===== src/rtl/adc_lcd_pkg.sv =====
// Shared types and defaults for the ADC-to-LCD capture path.
// State encoding, default sizes and the address-width helper.
package adc_lcd_pkg;

  typedef enum logic [2:0] {
    POR_WAIT,
    IDLE,
    ARMED,
    CAPTURE,
    HOLDOFF
  } cw_state_e;

  localparam int unsigned POR_CYCLES_DEF     = 400000;
  localparam int unsigned DEPTH_DEF          = 800;
  localparam int unsigned HOLDOFF_CYCLES_DEF = 1000;

  function automatic int unsigned addr_w_of(
    input int unsigned depth
  );
    return (depth < 2) ? 1 : $clog2(depth);
  endfunction

endpackage


===== src/rtl/sync_rise_det.sv =====
// Two-flop synchroniser with a registered rising-edge pulse.
// A held-high input yields exactly one pulse.
module sync_rise_det (
  input  logic clk,
  input  logic rst_n,
  input  logic din,
  output logic pulse
);

  logic meta_q;
  logic sync_q;
  logic prev_q;
  logic pulse_q;
  logic pulse_d;

  // edge detect on the synchronised level
  always_comb begin
    pulse_d = sync_q & ~prev_q;
  end

  // synchroniser chain and pulse register
  always_ff @(posedge clk or negedge rst_n) begin
    if (!rst_n) begin
      meta_q  <= 1'b0;
      sync_q  <= 1'b0;
      prev_q  <= 1'b0;
      pulse_q <= 1'b0;
    end else begin
      meta_q  <= din;
      sync_q  <= meta_q;
      prev_q  <= sync_q;
      pulse_q <= pulse_d;
    end
  end

  assign pulse = pulse_q;

endmodule


===== src/rtl/capture_window_ctrl.sv =====
// Sample-buffer write sequencer: power-on settle, then one
// frame-aligned window of DEPTH writes per capture request.
module capture_window_ctrl
  import adc_lcd_pkg::*;
#(
  parameter int unsigned POR_CYCLES     = POR_CYCLES_DEF,
  parameter int unsigned DEPTH          = DEPTH_DEF,
  parameter int unsigned ADDR_W         = addr_w_of(DEPTH),
  parameter int unsigned HOLDOFF_CYCLES = HOLDOFF_CYCLES_DEF
) (
  input  logic              CLK,
  input  logic              RESET_N,
  input  logic              START_TR,
  input  logic              FRAME_SYNC,
  input  logic              SAMPLE_VALID,
  input  logic              MODE_FREERUN,
  output logic              READY,
  output logic              BUSY,
  output logic              BUF_WR_EN,
  output logic [ADDR_W-1:0] BUF_WR_ADDR,
  output logic              DONE
);

  localparam logic [31:0] POR_LAST = 32'(POR_CYCLES - 1);
  localparam logic [31:0] HOLD_N   = 32'(HOLDOFF_CYCLES);
  localparam logic [ADDR_W-1:0] CNT_LAST = ADDR_W'(DEPTH - 1);

  logic start_pls;

  cw_state_e         state_q, state_d;
  logic [31:0]       por_q, por_d;
  logic [31:0]       hold_q, hold_d;
  logic [ADDR_W-1:0] cnt_q, cnt_d;
  logic [ADDR_W-1:0] addr_q, addr_d;
  logic              ready_q, ready_d;
  logic              busy_q, busy_d;
  logic              wr_en_q, wr_en_d;
  logic              done_q, done_d;

  sync_rise_det u_start_sync (
    .clk   (CLK),
    .rst_n (RESET_N),
    .din   (START_TR),
    .pulse (start_pls)
  );

  // next-state and registered-output logic
  always_comb begin
    state_d = state_q;
    por_d   = por_q;
    hold_d  = hold_q;
    cnt_d   = cnt_q;
    addr_d  = addr_q;
    ready_d = ready_q;
    busy_d  = busy_q;
    wr_en_d = 1'b0;
    done_d  = 1'b0;
    unique case (state_q)
      POR_WAIT: begin
        por_d = por_q + 32'd1;
        if (por_q == POR_LAST) begin
          state_d = IDLE;
          ready_d = 1'b1;
        end
      end
      IDLE: begin
        if (start_pls) begin
          state_d = ARMED;
          busy_d  = 1'b1;
        end
      end
      ARMED: begin
        if (FRAME_SYNC) begin
          state_d = CAPTURE;
          cnt_d   = '0;
        end
      end
      CAPTURE: begin
        if (SAMPLE_VALID) begin
          wr_en_d = 1'b1;
          addr_d  = cnt_q;
          if (cnt_q == CNT_LAST) begin
            done_d  = 1'b1;
            state_d = HOLDOFF;
            hold_d  = '0;
          end else begin
            cnt_d = cnt_q + 1'b1;
          end
        end
      end
      HOLDOFF: begin
        if (hold_q == HOLD_N) begin
          state_d = MODE_FREERUN ? ARMED : IDLE;
          busy_d  = MODE_FREERUN;
        end else begin
          hold_d = hold_q + 32'd1;
        end
      end
      default: begin
        state_d = POR_WAIT;
      end
    endcase
  end

  // state and output registers
  always_ff @(posedge CLK or negedge RESET_N) begin
    if (!RESET_N) begin
      state_q <= POR_WAIT;
      por_q   <= '0;
      hold_q  <= '0;
      cnt_q   <= '0;
      addr_q  <= '0;
      ready_q <= 1'b0;
      busy_q  <= 1'b0;
      wr_en_q <= 1'b0;
      done_q  <= 1'b0;
    end else begin
      state_q <= state_d;
      por_q   <= por_d;
      hold_q  <= hold_d;
      cnt_q   <= cnt_d;
      addr_q  <= addr_d;
      ready_q <= ready_d;
      busy_q  <= busy_d;
      wr_en_q <= wr_en_d;
      done_q  <= done_d;
    end
  end

  assign READY       = ready_q;
  assign BUSY        = busy_q;
  assign BUF_WR_EN   = wr_en_q;
  assign BUF_WR_ADDR = addr_q;
  assign DONE        = done_q;

endmodule


===== config.mk =====
export PLATFORM = sky130hd
export DESIGN_NAME = capture_window_ctrl
export DESIGN_NICKNAME = d
export VERILOG_FILES = /design/src/rtl/adc_lcd_pkg.sv /design/src/rtl/sync_rise_det.sv /design/src/rtl/capture_window_ctrl.sv
export SDC_FILE = /design/constraint.sdc
export NUM_CORES = 1
export LEC_CHECK = 0
export CAP_MARGIN = 0
export CORE_MARGIN = 5
export CORE_UTILIZATION = 42
export CTS_CLUSTER_DIAMETER = 40
export DETAILED_ROUTE_END_ITERATION = 8
export PLACE_DENSITY = 0.62
export SETUP_SLACK_MARGIN = 0.2
export SYNTH_ARGS = -nofsm -noshare
export SYNTH_HDL_FRONTEND = slang
export SYNTH_HIERARCHICAL = 1
export SYNTH_SLANG_ARGS = --single-unit

===== constraint.sdc =====
create_clock -name CLK -period 1.72 [get_ports CLK]
set_input_delay 0.258 -clock CLK [delete_from_list [all_inputs] [get_ports CLK]]
set_output_delay 0.258 -clock CLK [all_outputs]
set_load 0.005 [all_outputs]

== Yosys cells after proc, flatten, opt, wreduce, memory -nomap -nowiden ==
Cells that the tools add are included.
Storage, ports and cells
  flip-flop bits (word level): 95
  bits of input ports: 6
  output and inout port bits: 14
  word-level logic and storage cells: 67
Operators by class
  add/subtract/negate cells: 3
  equality and inequality tests: 15
  muxes and demuxes: 24
  bitwise operators: 2
  reductions and logical operators: 10
Operators by type and width (count)
  2-to-1 mux 32 bit: 3
  adder 32 x 1 -> 32 bit, second input constant: 2
  case mux 32 bit (2 select lines): 1
  == test 32 x 10 -> 1 bit, second input constant: 1
  == test 32 x 19 -> 1 bit, second input constant: 1
  2-to-1 mux 10 bit: 3
  case mux 10 bit (2 select lines): 1
  2-to-1 mux 3 bit: 6
  case mux 3 bit (5 select lines): 1
  inequality test 2 bit, second input constant: 7
  adder 10 x 1 -> 10 bit, second input constant: 1
  == test 10 bit, second input constant: 1
  AND reduction 4 bit: 2
  2-to-1 mux 1 bit: 7
  == test 3 x 2 -> 1 bit, second input constant: 2
  AND reduction 6 bit: 1
  nonzero test 2 bit: 3
  AND reduction 2 bit: 2
  == test 3 x 1 -> 1 bit, second input constant: 1
  == test 3 bit, second input constant: 1
  zero test 3 bit: 1
  AND reduction 3 bit: 1
  2-to-1 mux 2 bit: 1
  inequality test 2 x 1 -> 1 bit, second input constant: 1
  3 further kinds: 3

== Longest topological paths before layout ==
Gate-level depths: netlist of the first run.
  word-level depth: 4
  gate-level depth with buffers: 9
  gate-level depth less buffers: 8

== Modules after synthesis ==
The synthesis of the first run kept the hierarchy.
Modules (own cells, without submodules)
  capture_window_ctrl: instances 1, cells each 485, area an instance 4660.7 um^2
  sync_rise_det: instances 1, cells each 5, area an instance 113.9 um^2

== Least setup slack after synthesis of the first run ==
OpenSTA, ideal clock, no wires.
  path type: reg-to-reg
  start: register hold_q[0]
  end: register hold_q[12]
  arrival: 1.747 ns
  required time: 1.593 ns
  slack: -0.154 ns
  cell stages (with the launch flop): 10
  buffers on the path: 2
  period minus slack after synthesis: 1.874 ns
  cells stage by stage: dfrtp_1 -> inv_1 -> ha_1 -> nor4bb_1 -> nand3_1 -> o31ai_4 -> buf_6 -> buf_8 -> nor2_1 -> a2bb2oi_1
Between the ends
  word-level cells in the longest chain between the ends: 3
RTL lines
  start, declared: RTL line capture_window_ctrl.sv:32  | logic [31:0] hold_q, hold_d;
  start signal, assigned: RTL line capture_window_ctrl.sv:120  | hold_q <= hold_d;
  adder 32 x 1 -> 32 bit / == test 32 x 10 -> 1 bit (equally long branches): RTL line capture_window_ctrl.sv:96, capture_window_ctrl.sv:92
  2-to-1 mux 32 bit / inequality test 2 bit (equally long branches)
  case mux 32 bit (2 select lines) / AND reduction 4 bit (equally long branches)
Several ways; a longest one is shown, not always the timed one. The select of a mux whose other input is x is not followed.
A chain may end at the register's enable or synchronous reset.

== Worst setup path after layout of the first run ==
  start: register hold_q[17]
  end: register hold_q[10]
Between the ends
  word-level cells in the longest chain between the ends: 3
RTL lines
  == test 32 x 10 -> 1 bit: RTL line capture_window_ctrl.sv:92  | if (hold_q == HOLD_N) begin
  inequality test 2 bit (no line)
  AND reduction 4 bit (no line)
No other way between the ends.

==> summary.txt, run 1 <==
Cells and area
  – Area grow syn2layout: 52.9%
  – Post-Layout Cell Count: 786
  – Ant. Diodes: 0
  – Nets: 648
  – Fraction of layout cells with a size suffix above 1: 42.8%
  – Seq. cell area: 2380 sq um
  – Multi-input gate area: 2940 sq um
  – # fillers: 804

Placement
  – Port Buf Inserts: 19
  – Routability cong.: 0.845
  – DP HPWL: 8080 um
  – Placed insts: 724

Synth
  – Area leader, netlist: dfrtp_1
  – Main synth FF type: dfrtp_1
  – Share of the synthesized area in the top cell type: 49.8%
  – Part of the Yosys area used for sequential elements: 49.8%
  – Mean Syn Cell Area: 9.74 sq um
  – Main area contributors after synthesis: dfrtp_1 (50%), xnor2_1 (5.9%), nand2_1 (5.5%), nand4_1 (3.4%), nor2_1 (2.8%)
  – Synth Instances: 490
  – Mapped Area: 4770 sq um
  – Post-synth EDFFs: 0
  – Ys async rst share: 100%
  – Ys Warns: 6
  – Seq cells post-synth: 95
  – Syn_nets: 500
  – Post-synth cell types: 57

Critical path
  – Crit Path Class: reg2reg
  – Crit Path Max Fanout: 6
  – Reg-to-Reg End: hold_q[10]$_DFFE_PN0P_
  – Crit-path cells: nor4_4 -> nand4_1 -> buf_6 -> o31ai_4 -> buf_6 -> buf_6 -> nor4_2 -> o21a_1
  – Slowest CP cell: dfrtp_1
  – Worst R2R Path Depth: 8
  – Worst Setup End Kind: flop
  – Reg-to-Reg Start: hold_q[17]$_DFFE_PN0P_
  – Arrival time worst endpoint: 2.15 ns
  – Crit path required time: 1.96 ns
  – CP Launch Type: flop
  – CP peak stage delay: 0.42 ns
  – CP most frequent cell: buf_6
  – R2r setup slk: -0.19 ns

Die
  – Row cnt: 39
  – Die W: 117 um
  – Die H: 117 um
  – Initial Util: 42.4%
  – Ports: 20
  – CORE AREA: 11,300 sq um
  – Total die area: 13,600 sq um

STA
  – PnR worst setup slack: -0.188 ns
  – Setup Skew: 0.00630 ns
  – Fin crit period: 1.91 ns
  – Fin. max-slew vios: 0
  – Peak Freq: 524 MHz
  – Period utilisation layout: 111%
  – Setup TNS: -3.08 ns
  – Final hold vios: 0
  – Hold_ws: 0.347 ns
  – RSZ-0062 raised after global routing: yes
  – Slew headroom: 68.3%
  – Final Setup Violations: 35
  – Slew @ Worst Pin: 0.475 ns

Hold path
  – Hold Crit Class: in2reg
  – WHS Endpoint: u_start_sync/meta_q$_DFF_PN0_
  – Min-Delay Startpoint: START_TR
  – Worst Hold Path Cells: 1

Pwr
  – Maximum vdd ir drop: 0.000522 V
  – Power Density: 605 nW/um^2
  – Leakage Power: 3.16 nW

Routing
  – DRT Wirelength: 13,500 um
  – Post-DR vias/cell: 5.58
  – Vias: 4,387
  – ANT nets after route: 0
  – DR WL/cell: 17.2 um
  – DRT Pass-1 Iters: 4
  – Number of remaining DRC errors: 0
  – DR iter-0 viols: 242

Status
  – Status: complete, but fails checks
  – Failing checks: negative setup slack

Clocking
  – Clk sinks: 95
  – Total number of H-tree levels: 3
  – Worst skew pair latency: 0.35 ns
  – TritonCTS clock tree: yes
  – Clock Path Buffers: 2
  – CTS clock-pin slew for the worst setup and hold paths: 0.07 ns
  – Root Driver: clkbuf_16
  – TritonCTS Buffers: 9

Run
  – Max_cap viols: 0

Global routing
  – Gr usage total: 20.0%
  – Overflow after GRT: 0
  – Pin count of the biggest net entering global routing: 39
  – First-pass GRT wire length: 21,400 um
  – Vias in the first global route: 4,360
  – Initial antenna violation count: 0
==> worst max-delay path, delay by kind of cell (launching register included) <==
kind | cells | cell delay, ns
and+or+nand+nor | 3 | 0.50
buffers and inverters | 3 | 0.44
AOI/OAI and AO/OA | 2 | 0.43
DFF | 1 | 0.42
==> where the power goes <==
group / switching (mW) / internal [mW]
Sequential: 0.00343 / 2.24
Clock: 0.903 / 1.18
Combinational: 0.0563 / 0.0282
Total: 0.963 / 3.45
==> through the flow <==
step | instance area [sq um] | power (mW) | worst slack (ns) | util (%)
floorplan | 4840 | 2.29 | -0.0420 | -
global placement | 5780 | 2.37 | -0.237 | 51.3
detailed placement | 5780 | 2.37 | -0.262 | 51.3
CTS | 6800 | 4.45 | -0.142 | 60.3
global route | 7300 | 4.55 | -0.275 | 64.7
finish | 7300 | 4.41 | -0.188 | 64.7
==> area by class of cell <==
cell class,count,share of cell area (%)
Timing Repair Buffer,152,19.5
Clock buffer,11,3.33
Sequential cell,95,32.6
Inverter,12,0.789
Clock inverter,5,0.909
Tap cell,143,2.45
Timing Repair inverter,1,0.120
Multi-Input combinational cell,367,40.3
==> timing repair <==
action                                 4_1_cts  5_1_grt
resized for setup                          105       78
hold buffers                                 1        0
pin swaps                                   32       50
cloned                                       5        0
endpoints found under the hold margin       31        0
setup endpoints to repair                   69       69
buffers inserted                            22       18
==> synth_stat cells, types with 2 or more instances <==
cell type	count
ha_1	4
mux2_2	2
buf_6	2
nand2_1	70
nor3_1	11
xor2_1	9
xnor2_1	32
a31oi_1	10
and3_1	11
a21oi_1	21
nor2b_1	3
and4_1	10
or3_1	6
buf_2	6
a2bb2oi_1	2
nand3_1	26
clkbuf_1	4
nor2_1	35
and2_1	2
o31a_1	2
dfrtp_1	95
o31ai_1	5
nor3_2	2
or4_1	4
nand4_1	26
buf_4	4
o21ai_2	4
o21ai_0	23
nor4_1	18
o21ai_1	4
inv_1	10
a21o_1	2
==> layer usage <==
layer / global-route usage (%) / wire length (um) / vias up
met5: 0 / 0 / -
met3: 3.06 / 467 / 32
met2: 33.9 / 6930 / 86
met4: 8.64 / 396 / 0
met1: 25.4 / 5720 / 2202
li1: - / - / 2067
==> worst max path at each step <==
stage / from / to / slack [ns] / cells after the start
6_report: hold_q[17]$_DFFE_PN0P_ / hold_q[10]$_DFFE_PN0P_ / -0.19 / 8
5_1_grt: hold_q[25]$_DFFE_PN0P_ / hold_q[10]$_DFFE_PN0P_ / -0.28 / 8
4_1_cts: hold_q[0]$_DFFE_PN0P_ / hold_q[10]$_DFFE_PN0P_ / -0.14 / 9
3_5_place_dp: hold_q[27]$_DFFE_PN0P_ / BUSY$_DFFE_PN0P_ / -0.26 / 7
3_3_place_gp: hold_q[27]$_DFFE_PN0P_ / BUSY$_DFFE_PN0P_ / -0.24 / 7
2_1_floorplan: hold_q[0]$_DFFE_PN0P_ / hold_q[12]$_DFFE_PN0P_ / -0.04 / 9
==> logic make-up after synthesis <==
kind of cell	after synthesis	synth area share (%)
mux	2	0.472
simple gates	240	27.4
compound gates	79	10.4
flops	95	49.8
fa+ha+maj	4	1.05
buf+inv	29	3.41
xor+xnor	41	7.52
==> state kept, by name, indices dropped and copies added (netlist names) <==
register             count
READY                    1
u_start_sync/meta_q      1
DONE                     1
por_q                   32
u_start_sync/pulse       1
hold_q                  32
u_start_sync/prev_q      1
BUF_WR_EN                1
cnt_q                   10
BUSY                     1
state_q                  3
u_start_sync/sync_q      1
BUF_WR_ADDR             10
==> placed cells by master (no fill, tap or decap), drive strengths merged, types with 10 or more instances in the layout <==
master	n
a21oi	21
a31oi	10
and3	11
and4	10
buf	132
clkbuf	11
clkdlybuf4s50	17
dfrtp	95
inv	11
nand2	72
nand3	27
nand4	27
nor2	36
nor3	14
nor4	19
o21ai	31
xnor2	32
(Power assumes the default switching activity.)
==> run 2, diff against run 1 <==
Settings changed: CORE_MARGIN 5 to 1.5, CORE_UTILIZATION 42 to 45, PLACE_DENSITY 0.62 to 0.65.
==> run 2 against run 1 <==
The run still ends with negative setup slack left. Combinational power down 0.5%. Routed wire length is 5.7% higher. Worst hold slack lost 0.021 ns. Core utilization grew 5.2 points. Critical path type unchanged. Cell count is 0.51% higher. Sequential cell count unchanged. Clock power decreased by 29%.
==> summary.txt, run 2 (synthesis gave the netlist of run 1 again) <==
Status
  – Status: complete, but fails checks
  – Failing checks: negative setup slack

Die
  – Row cnt: 37
  – Die W: 106 um
  – Die H: 106 um
  – Initial Util: 46.2%
  – Total die area: 11,200 sq um
  – Ports: 20
  – CORE AREA: 10,300 sq um

Cells and area
  – Design Area, Final: 7220 sq um
  – Nets: 659
  – # fillers: 739
  – Most common cell after layout, fill and taps aside: buf_4
  – Largest regs: hold_q x32, por_q x32
  – Ant. Diodes: 0
  – Post-Layout Cell Count: 790
  – Area grow syn2layout: 51.2%
  – Commonest non-fill, non-tap cells in the layout: buf_4 (115), dfrtp_1 (92), nand2_1 (63), xnor2_1 (30), nand4_1 (26)
  – Fraction of layout cells with a size suffix above 1: 43.7%

Critical path
  – Crit path buffers/inverters: 2
  – Crit Path Class: reg2reg
  – Slowest CP cell: o31a_2
  – Arrival time worst endpoint: 2.46 ns
  – Crit path required time: 1.97 ns
  – Worst Setup End Kind: flop
  – Crit Path Max Fanout: 9
  – Crit-path cells: inv_1 -> ha_2 -> nor4bb_1 -> nand3_1 -> o31a_2 -> buf_4 -> nand3_2 -> o21ai_1
  – CP Launch Type: flop
  – CP delay by family, top: simple AND/OR/NAND/NOR gates
  – CP peak stage delay: 0.48 ns

Routing
  – Vias: 4,523
  – DRT Pass-1 Iters: 6
  – DRT Wirelength: 14,300 um
  – ANT nets after route: 0
  – DR WL/cell: 18.1 um
  – Number of remaining DRC errors: 0
  – DR iter-0 viols: 254
  – Post-DR vias/cell: 5.73

STA
  – Fin. max-slew vios: 0
  – Peak Freq: 454 MHz
  – Slew @ Worst Pin: 0.500 ns
  – Final Setup Violations: 62
  – RSZ-0062 raised after global routing: yes
  – Final hold vios: 0
  – Setup Skew: 0.0125 ns
  – Hold_ws: 0.326 ns
  – PnR worst setup slack: -0.483 ns
  – Fin crit period: 2.20 ns
  – Slew headroom: 66.6%
  – Period utilisation layout: 128%

Global routing
  – Initial antenna violation count: 0
  – Gr usage total: 24.1%
  – First-pass GRT wire length: 21,700 um
  – Pin count of the biggest net entering global routing: 35
  – Overflow after GRT: 0
  – Vias in the first global route: 4,510

Placement
  – Placed insts: 717
  – Placed inst area: 5760 sq um
  – DP HPWL: 8150 um
  – Routability cong.: 0.853
  – Port Buf Inserts: 19
  – Place WS: -0.200 ns

Run
  – Max_cap viols: 0

Clocking
  – Clk sinks: 95
  – CTS clock-pin slew for the worst setup and hold paths: 0.11 ns
  – Root Driver: clkbuf_8
  – TritonCTS clock tree: yes
  – Worst skew pair latency: 0.37 ns
  – TritonCTS Buffers: 9
  – Total number of H-tree levels: 3
  – Clock Path Buffers: 2

Pwr
  – Power Density: 528 nW/um^2
  – Leakage Power: 3.23 nW
  – Maximum vdd ir drop: 0.000424 V

Hold path
  – Hold Crit Class: in2reg
==> run 2: cell types whose count changed in the layout (fill, tap and decap cells not counted), moves of 6 or more <==
cell             before  now
clkbuf_8              1    9
buf_6                34   18
nor2_1               21   13
clkbuf_16             9    1
clkdlybuf4s50_1      17   10
a21oi_2               9    3
buf_4                91  115
==> run 2: layout make-up <==
class / instances / area (sq um) / share of cell area [%]
multi-input cells: 366 / 2890 / 40.1
flip-flops and latches: 95 / 2380 / 33.0
repair buffers: 164 / 1510 / 20.9
well taps: 136 / 170 / 2.36
clock buffers: 9 / 124 / 1.72
clock inverters: 7 / 77.6 / 1.07
inverters: 12 / 57.6 / 0.797
repair inverters: 1 / 8.76 / 0.121
==> run 2: routing by layer <==
layer / track usage, % / vias up / routed length (um)
met5: 0 / - / 0
met4: 8.01 / 0 / 435
met3: 4.23 / 47 / 477
met2: 40.8 / 124 / 7450
met1: 31.5 / 2260 / 5920
li1: - / 2092 / -
==> run 2: metrics by stage <==
step	utilization, %	power (mW)	setup TNS [ns]
3_3_place_gp	55.8	2.36	-2.97
4_1_cts	64.4	3.84	-4.04
2_1_floorplan	-	2.29	-0.0954
6_report	69.9	3.81	-12.52
3_5_place_dp	55.8	2.37	-3.71
5_1_grt	69.9	3.95	-17.51
==> run 2: repair_timing <==
action | CTS | global route
gates resized for setup | 92 | 83
hold endpoints to repair | 31 | 0
endpoints found under the setup margin | 71 | 82
hold buffers | 1 | 0
pin swaps | 33 | 42
buffers inserted | 29 | 24
gates cloned | 3 | 0
==> run 2: power by group <==
part / internal (mW) / switching, mW
Combinational: 0.0257 / 0.0584
Sequential: 2.24 / 0.00372
Clock: 0.573 / 0.911
==> run 2: final timing paths <==
kind	startpoint	end	slack (ns)	depth (start not counted)
min in group asynchronous	RESET_N	hold_q[23]$_DFFE_PN0P_	0.38	2
max reg2reg	hold_q[0]$_DFFE_PN0P_	hold_q[2]$_DFFE_PN0P_	-0.48	8
min reg2reg	u_start_sync/meta_q$_DFF_PN0_	u_start_sync/sync_q$_DFF_PN0_	0.37	0
max	hold_q[0]$_DFFE_PN0P_	hold_q[2]$_DFFE_PN0P_	-0.48	8
max in group asynchronous	RESET_N	hold_q[1]$_DFFE_PN0P_	0.64	3
min	START_TR	u_start_sync/meta_q$_DFF_PN0_	0.33	1
